File: src/rtl/rom_arbiter_pkg.sv
// Shared definitions for the processor/ROM fetch path: FSM encodings, requester IDs, default widths.
// Imported by rom_arbiter and rom_arb_pick.
package rom_arbiter_pkg;

    localparam int ROM_ADDR_W_DEF = 16;
    localparam int ROM_DATA_W_DEF = 28;

    typedef enum logic {
        ST_IDLE  = 1'b0,
        ST_FETCH = 1'b1
    } arb_state_t;

    localparam logic REQ_ID0 = 1'b0;
    localparam logic REQ_ID1 = 1'b1;

    function automatic logic other_id(input logic id);
        return ~id;
    endfunction

endpackage

File: src/rtl/rom_arb_pick.sv
// Two-way priority pick: requests (+ round-robin pointer) -> one-hot grant, purely combinational.
// Build option ROM_ARB_FIXED_PRIO_EN: requester 0 always wins and the pointer input is removed.
module rom_arb_pick
    import rom_arbiter_pkg::*;
(
    input  logic [1:0] req,
`ifndef ROM_ARB_FIXED_PRIO_EN
    input  logic       ptr,
`endif
    output logic [1:0] gnt
);

    always_comb begin
        gnt = 2'b00;
        if (req == 2'b11) begin
`ifdef ROM_ARB_FIXED_PRIO_EN
            gnt[REQ_ID0] = 1'b1;
`else
            gnt = (ptr == REQ_ID1) ? 2'b10 : 2'b01;
`endif
        end else begin
            gnt = req;
        end
    end

endmodule

File: src/rtl/rom_arbiter.sv
// Arbitrates two fetch requesters onto one combinational ROM; IDLE grants, FETCH captures, 2-cycle latency.
// Build option ROM_ARB_FIXED_PRIO_EN selects fixed priority (requester 0) instead of round-robin.
module rom_arbiter
    import rom_arbiter_pkg::*;
#(
    parameter int ADDR_W = ROM_ADDR_W_DEF,
    parameter int DATA_W = ROM_DATA_W_DEF
) (
    input  logic              Clock,
    input  logic              Reset,
    input  logic              iReq0,
    input  logic              iReq1,
    input  logic [ADDR_W-1:0] iAddr0,
    input  logic [ADDR_W-1:0] iAddr1,
    output logic              oGnt0,
    output logic              oGnt1,
    output logic              oValid0,
    output logic              oValid1,
    output logic [ADDR_W-1:0] oRomAddress,
    input  logic [DATA_W-1:0] iRomInstruction,
    output logic [DATA_W-1:0] oInstruction
);

    arb_state_t        state;
    logic              winner;
    logic [1:0]        pick;
    logic [1:0]        grant;
    logic [1:0]        valid;
    logic [ADDR_W-1:0] rom_addr;
    logic [DATA_W-1:0] instr;

`ifdef ROM_ARB_FIXED_PRIO_EN
    rom_arb_pick u_pick (
        .req ({iReq1, iReq0}),
        .gnt (pick)
    );
`else
    logic ptr;

    rom_arb_pick u_pick (
        .req ({iReq1, iReq0}),
        .ptr (ptr),
        .gnt (pick)
    );
`endif

    // Grants only exist in IDLE; gating with Reset keeps them low while held in reset.
    always_comb begin
        grant = 2'b00;
        if (state == ST_IDLE && Reset) begin
            grant = pick;
        end
    end

    always_ff @(posedge Clock or negedge Reset) begin
        if (!Reset) begin
            state    <= ST_IDLE;
            winner   <= REQ_ID0;
            rom_addr <= '0;
            instr    <= '0;
            valid    <= 2'b00;
`ifndef ROM_ARB_FIXED_PRIO_EN
            ptr      <= REQ_ID0;
`endif
        end else begin
            valid <= 2'b00;
            case (state)
                ST_IDLE: begin
                    if (|grant) begin
                        rom_addr <= grant[REQ_ID1] ? iAddr1 : iAddr0;
                        winner   <= grant[REQ_ID1];
`ifndef ROM_ARB_FIXED_PRIO_EN
                        ptr      <= other_id(grant[REQ_ID1]);
`endif
                        state    <= ST_FETCH;
                    end
                end
                ST_FETCH: begin
                    instr <= iRomInstruction;
                    valid <= (winner == REQ_ID1) ? 2'b10 : 2'b01;
                    state <= ST_IDLE;
                end
                default: state <= ST_IDLE;
            endcase
        end
    end

    assign oGnt0        = grant[REQ_ID0];
    assign oGnt1        = grant[REQ_ID1];
    assign oValid0      = valid[REQ_ID0];
    assign oValid1      = valid[REQ_ID1];
    assign oRomAddress  = rom_addr;
    assign oInstruction = instr;

endmodule

File: config.mk
export PLATFORM = sky130hd
export DESIGN_NAME = rom_arbiter
export DESIGN_NICKNAME = d
export VERILOG_FILES = /design/src/rtl/rom_arbiter_pkg.sv /design/src/rtl/rom_arb_pick.sv /design/src/rtl/rom_arbiter.sv
export SDC_FILE = /design/constraint.sdc
export NUM_CORES = 1
export LEC_CHECK = 0
export ABC_AREA = 0
export BUFFER_PORTS_ARGS = -buffer_cell sky130_fd_sc_hd__buf_2
export CORE_MARGIN = 2
export CORE_UTILIZATION = 35
export DETAILED_ROUTE_END_ITERATION = 8
export PLACE_DENSITY_LB_ADDON = 0.2
export SLEW_MARGIN = 10
export SYNTH_ARGS = -nofsm -noshare
export SYNTH_HDL_FRONTEND = slang
export SYNTH_SLANG_ARGS = --single-unit
File: constraint.sdc
create_clock -name Clock -period 3 [get_ports Clock]
set_input_delay 0 -clock Clock [delete_from_list [all_inputs] [get_ports Clock]]
set_output_delay 0 -clock Clock [all_outputs]
set_load 0.05 [all_outputs]
== Yosys cells after proc, flatten, opt, wreduce, memory -nomap -nowiden ==
Index checks and enable logic that the tools add are counted.

* Eq/ne operators: 1
* Mux-type cells: 8
* Bitwise operators: 2
* Reductions and logical operators: 3

{| class="wikitable"
|+ Operators with widths
! kind !! number
|-
| 16-bit 2-to-1 mux || 1
|-
| 2-bit 2-to-1 mux || 5
|-
| 2-bit equality test (second input constant) || 1
|-
| 1-bit inverter || 2
|-
| 1-bit one-hot mux with 2 select lines || 1
|-
| 2-bit AND reduction || 1
|-
| 2-bit OR reduction || 1
|-
| 1-bit logical AND || 1
|-
| 1-bit 2-to-1 mux || 1
|}

* Bits in registers: 49
* Bits of input ports: 64

== Longest topological paths before layout ==
* Depth in word-level cells: 6
* Depth in mapped cells: 6
* Depth with buffers taken out: 3

== By module ==
A second synthesis with hierarchy kept.

* Cells, all modules: 129
* Area, all modules: 2075.7 µm²

{| class="wikitable"
|+ Modules (own cells, without submodules)
! module !! times used !! cells an instance !! area each (µm²) !! sequential area each (µm²)
|-
| rom_arbiter || 1 || 126 || 2057.0 || 1226.2
|-
| rom_arb_pick || 1 || 3 || 18.8 || 0.0
|}

== Least setup slack after synthesis ==
No wires, ideal clock.

* Path kind: register -> output
* Start: reg state
* End: out oGnt0
* Arrival: 1.761 ns
* Required time: 3.000 ns
* Slack: 1.239 ns
* Stages on the path, launching flop included: 6
* Path through: dfrtp_1 nor2b_1 buf_2 buf_2 nand2_1 a21oi_1

* Cells in the longest elaborated chain, start to end: 3

{| class="wikitable"
|+ RTL lines
! what !! RTL line !! RTL
|-
| from (decl) || rom_arbiter.sv:24 || <nowiki>arb_state_t state;</nowiki>
|-
| from (signal assigned) || rom_arbiter.sv:57 || <nowiki>state <= ST_IDLE;</nowiki>
|-
| from (signal assigned) || rom_arbiter.sv:75 || <nowiki>state <= ST_FETCH;</nowiki>
|-
| from (signal assigned) || rom_arbiter.sv:81 || <nowiki>state <= ST_IDLE;</nowiki>
|-
| 1-bit inverter || n/a ||
|-
| 1-bit logical AND || rom_arbiter.sv:50 || <nowiki>if (state == ST_IDLE && Reset) begin</nowiki>
|-
| 2-bit 2-to-1 mux || rom_arbiter.sv:50 ||
|-
| to (decl) || rom_arbiter.sv:15 || <nowiki>output logic oGnt0,</nowiki>
|}

Every way passes these cells.

== Worst setup path in the final report ==
* Start: in Reset
* End: reg rom_addr[0] (netlist: oRomAddress[0])

* Cells in the longest elaborated chain, start to end: 4
* Elaborated cells between the ends (all ways): 5

{| class="wikitable"
|+ RTL lines
! what !! RTL line !! RTL
|-
| from (decl) || rom_arbiter.sv:10 || <nowiki>input logic Reset,</nowiki>
|-
| 1-bit logical AND * || rom_arbiter.sv:50 ||
|-
| 2-bit 2-to-1 mux * || rom_arbiter.sv:50 ||
|-
| 2-bit OR reduction || rom_arbiter.sv:69 || <nowiki>if (|grant) begin</nowiki>
|-
| 2-bit AND reduction (no line) || n/a ||
|-
| to (signal assigned) || rom_arbiter.sv:70 || <nowiki>rom_addr <= grant[REQ_ID1] ? iAddr1 : iAddr0;</nowiki>
|-
| to (decl) || rom_arbiter.sv:29 || <nowiki>logic [ADDR_W-1:0] rom_addr;</nowiki>
|}

Mark *: on every way between the ends. The rest lies on a longest branch, timed or not.
A chain may end at the register's enable or synchronous reset.

==> flow_metrics.py <==
metrics = {
    "run_status": {
        "outcome": "finished clean",
    },
    "global_route": {
        "grt_pass1_wl_microns": 8790,
        "grt_pass1_vias": 1965,
        "grt-ovfl-total": 0,
        "grt_max_degree": 51,
        "antenna_found_initial": 0,
        "track_usage_pct": 17.4,
    },
    "sta": {
        "period_minus_slack_ns": 2.49,
        "hold_violations": 0,
        "grt_setup_unrepaired": "false",
        "finClkSkew_ns": 0.00743,
        "setup_viol_count_final": 0,
        "fin_tns_setup_ns": 0,
        "slew_headroom_pct": 40.0,
        "fmax_ghz": 0.402,
        "slew_viol_final": 0,
        "worst-slew-pin-transition_ns": 0.897,
        "final.period_utilization_pct": 83.0,
    },
    "critical_path": {
        "endpoint": "oRomAddress[0]",
        "ff2ff_path_depth": 4,
        "crit_path_start": "Reset",
        "start_kind": "input port",
        "critPathCaptureType": "flop",
        "critPathKind": "input port to flop",
        "cpPeakStageDelay_ns": 0.58,
        "cp_cell_sequence": "dlygate4sd3_1, buf_2, buf_4, nand2b_1, o21ai_0, o311ai_1, dlygate4sd3_1",
        "reg2reg_slack_ns": 0.73,
        "cp.depth": 7,
        "required_ns": 3.18,
        "cp_num_buf_inv": 4,
        "path_max_fanout": 50,
        "rr_endpoint": "oRomAddress[15]",
        "crit-reg2reg-launch": "state",
        "cp.arrival_ns": 2.67,
        "cpLargestDelayFamily": "buffers and inverters",
        "critical-path-slowest-cell": "dlygate4sd3_1",
        "cp_common_cell": "dlygate4sd3_1",
    },
    "logic_synthesis": {
        "netlist_area_sq_um": 2090,
        "syn_nets": 233,
        "ys_warn_count": 0,
        "synth_top_area_share_pct": 58.8,
        "synth.largest_area_cell": "dfrtp_1",
        "ys_seq_area_share_pct": 58.8,
        "ys_types": 22,
        "syn-instance-count": 169,
        "syn_avg_cell_area_sq_um": 12.3,
        "synth_area_leaders": "dfrtp_1, mux2_2, nand4_1",
        "synth-seq-cells": 49,
    },
    "layout": {
        "fin_util_pct": 56.2,
        "final_area_sq_um": 3290,
        "regArea_sq_um": 1230,
        "area_growth_pct": 57.7,
        "fill_cells": 504,
        "drive_gt1_share_pct": 46.6,
        "nets": 389,
        "multi_input_area_sq_um": 718,
        "n_antenna_cell": 0,
    },
    "placement": {
        "placed_area_sq_um": 2680,
        "io_buffers": 111,
        "dp_hpwl_microns": 3550,
        "routabilityCongestion": 0.723,
    },
    "routing": {
        "vias": 1938,
        "ant_nets": 0,
        "drt-total-wl_microns": 5680,
        "drtIter0Drc": 62,
        "routed_via_density": 4.83,
        "wl_per_cell_microns": 14.2,
        "drtPass1Iterations": 4,
        "drc": 0,
    },
    "power_and_ir_drop": {
        "intPower_mw": 1.32,
        "power_density_nw_per_um2": 667,
        "power.share.clock_pct": 22.1,
        "peakVddDrop_mv": 0.338,
        "swShare_pct": 39.9,
        "switching_power_mw": 0.876,
        "p_seq_share_pct": 38.3,
        "combPwrFrac_pct": 39.6,
        "p_leak_nw": 1.59,
    },
    "floorplanning": {
        "ios": 112,
        "die_area_sq_um": 6600,
        "core_area_sq_um": 5850,
        "start_util_pct": 35.7,
        "dieHeight_microns": 81.2,
        "rows": 28,
        "die_w_microns": 81.2,
    },
    "flow_run": {
        "max_cap_viol_count": 0,
    },
    "cts": {
        "clock_latency_ns": 0.29,
        "clockBufferDepth": 2,
        "cts_setup_buffers": 0,
        "cts_root_buf": "clkbuf_8",
        "ctsHtreeMaxLevel": 2,
        "cts_tree": "built",
        "clock_sink_count": 49,
        "path_clk_slew_ns": 0.09,
        "cts_buffers": 5,
    },
    "min_path": {
        "hp-class": "input port to flop",
    },
}
-- what timing repair did --
action                                 CTS  global route
hold buffers                            49             0
endpoints found under the hold margin   90             0
gates resized for setup                  0             0
-- cell usage in the layout (no fill, tap or decap), types with 3 or more instances in the layout --
cell type / synthesis / final
nand4_1: 16 / 16
o311ai_0: 8 / 8
dlygate4sd3_1: 0 / 49
dfrtp_1: 49 / 49
buf_2: 3 / 111
inv_1: 17 / 17
o21ai_0: 16 / 16
clkbuf_8: 0 / 6
mux2_2: 28 / 28
o311ai_1: 8 / 8
buf_4: 0 / 3
-- worst register-to-register path, stage by stage, from the launching register on --
cell and delay (ns):
dfrtp_1 0.39, nor2b_1 0.51, o21ai_2 0.38, o311ai_1 0.33, dlygate4sd3_1 0.59
-- cells in the mapped netlist --
library cell   n
buf_2          3
a21o_1         1
dfrtp_1       49
a21oi_1        2
o311ai_1       8
nor2b_1        2
buf_8          1
mux2_2        28
buf_6          2
nand2b_1       2
nand4_1       16
buf_1          4
nor2_1         1
o311ai_0       8
o21ai_1        1
o21ai_0       16
a31oi_1        1
nand2_1        1
clkbuf_1       4
and3_4         1
inv_1         17
and2_1         1
-- sequential cells by signal, summed over array words and instances, names as in the netlist --
register and count:
oInstruction 28, oRomAddress 16, ptr 1, state 1, valid 2, winner 1
-- power groups by stage --
stage | Combinational [mW] | Sequential, mW | Clock, mW
2_1_floorplan | 0.179 | 1.26 | 0
3_3_place_gp | 0.791 | 0.853 | 0
3_5_place_dp | 0.799 | 0.852 | 0
4_1_cts | 0.867 | 0.840 | 0.498
5_1_grt | 0.915 | 0.858 | 0.530
6_report | 0.868 | 0.841 | 0.485
-- metrics by stage --
step	total power [mW]	setup slack, ns	hold WS [ns]	cells
6_report	2.19	0.510	0.00504	401
5_1_grt	2.30	0.233	0.00575	401
4_1_cts	2.20	0.490	0.000554	401
3_5_place_dp	1.65	1.03	0.187	344
3_3_place_gp	1.64	1.15	0.198	344
2_1_floorplan	1.44	1.24	-0.296	169
-- logic make-up after synthesis --
logic type / synth area share [%]
buffers and inverters: 7.01
AND/OR/NAND/NOR: 7.19
multiplexers: 15.1
flip-flops: 58.8
AO/OA/AOI/OAI: 11.9
-- routing by layer --
layer	wire (microns)	track usage, %	part of all wire (%)
met1	2410	21.1	42
met5	0	0	0
met2	2810	29.9	50
met4	72	7.97	1.3
met3	380	3.44	6.7
-- area by class of cell --
cell class              count  share of cell area, %
clock inverters             2                   1.14
clock buffers               6                   2.51
well taps                  75                   2.85
repair buffers            163                   32.5
inverters                  17                   1.94
flip-flops and latches     49                   37.3
multi-input cells          89                   21.8
-- worst min path at each step --
| stage | start | cells after the start | endpoint |
|---|---|---|---|
| final | iAddr0[10] | 3 | oRomAddress[10] |
| after global routing | iAddr1[13] | 3 | oRomAddress[13] |
| after CTS | iAddr1[13] | 3 | oRomAddress[13] |
| after detailed placement | Reset | 2 | oRomAddress[13] |
| after global placement | Reset | 2 | oRomAddress[1] |
| after floorplan | Reset | 0 | oInstruction[0] |
(Power assumes the default switching activity.)
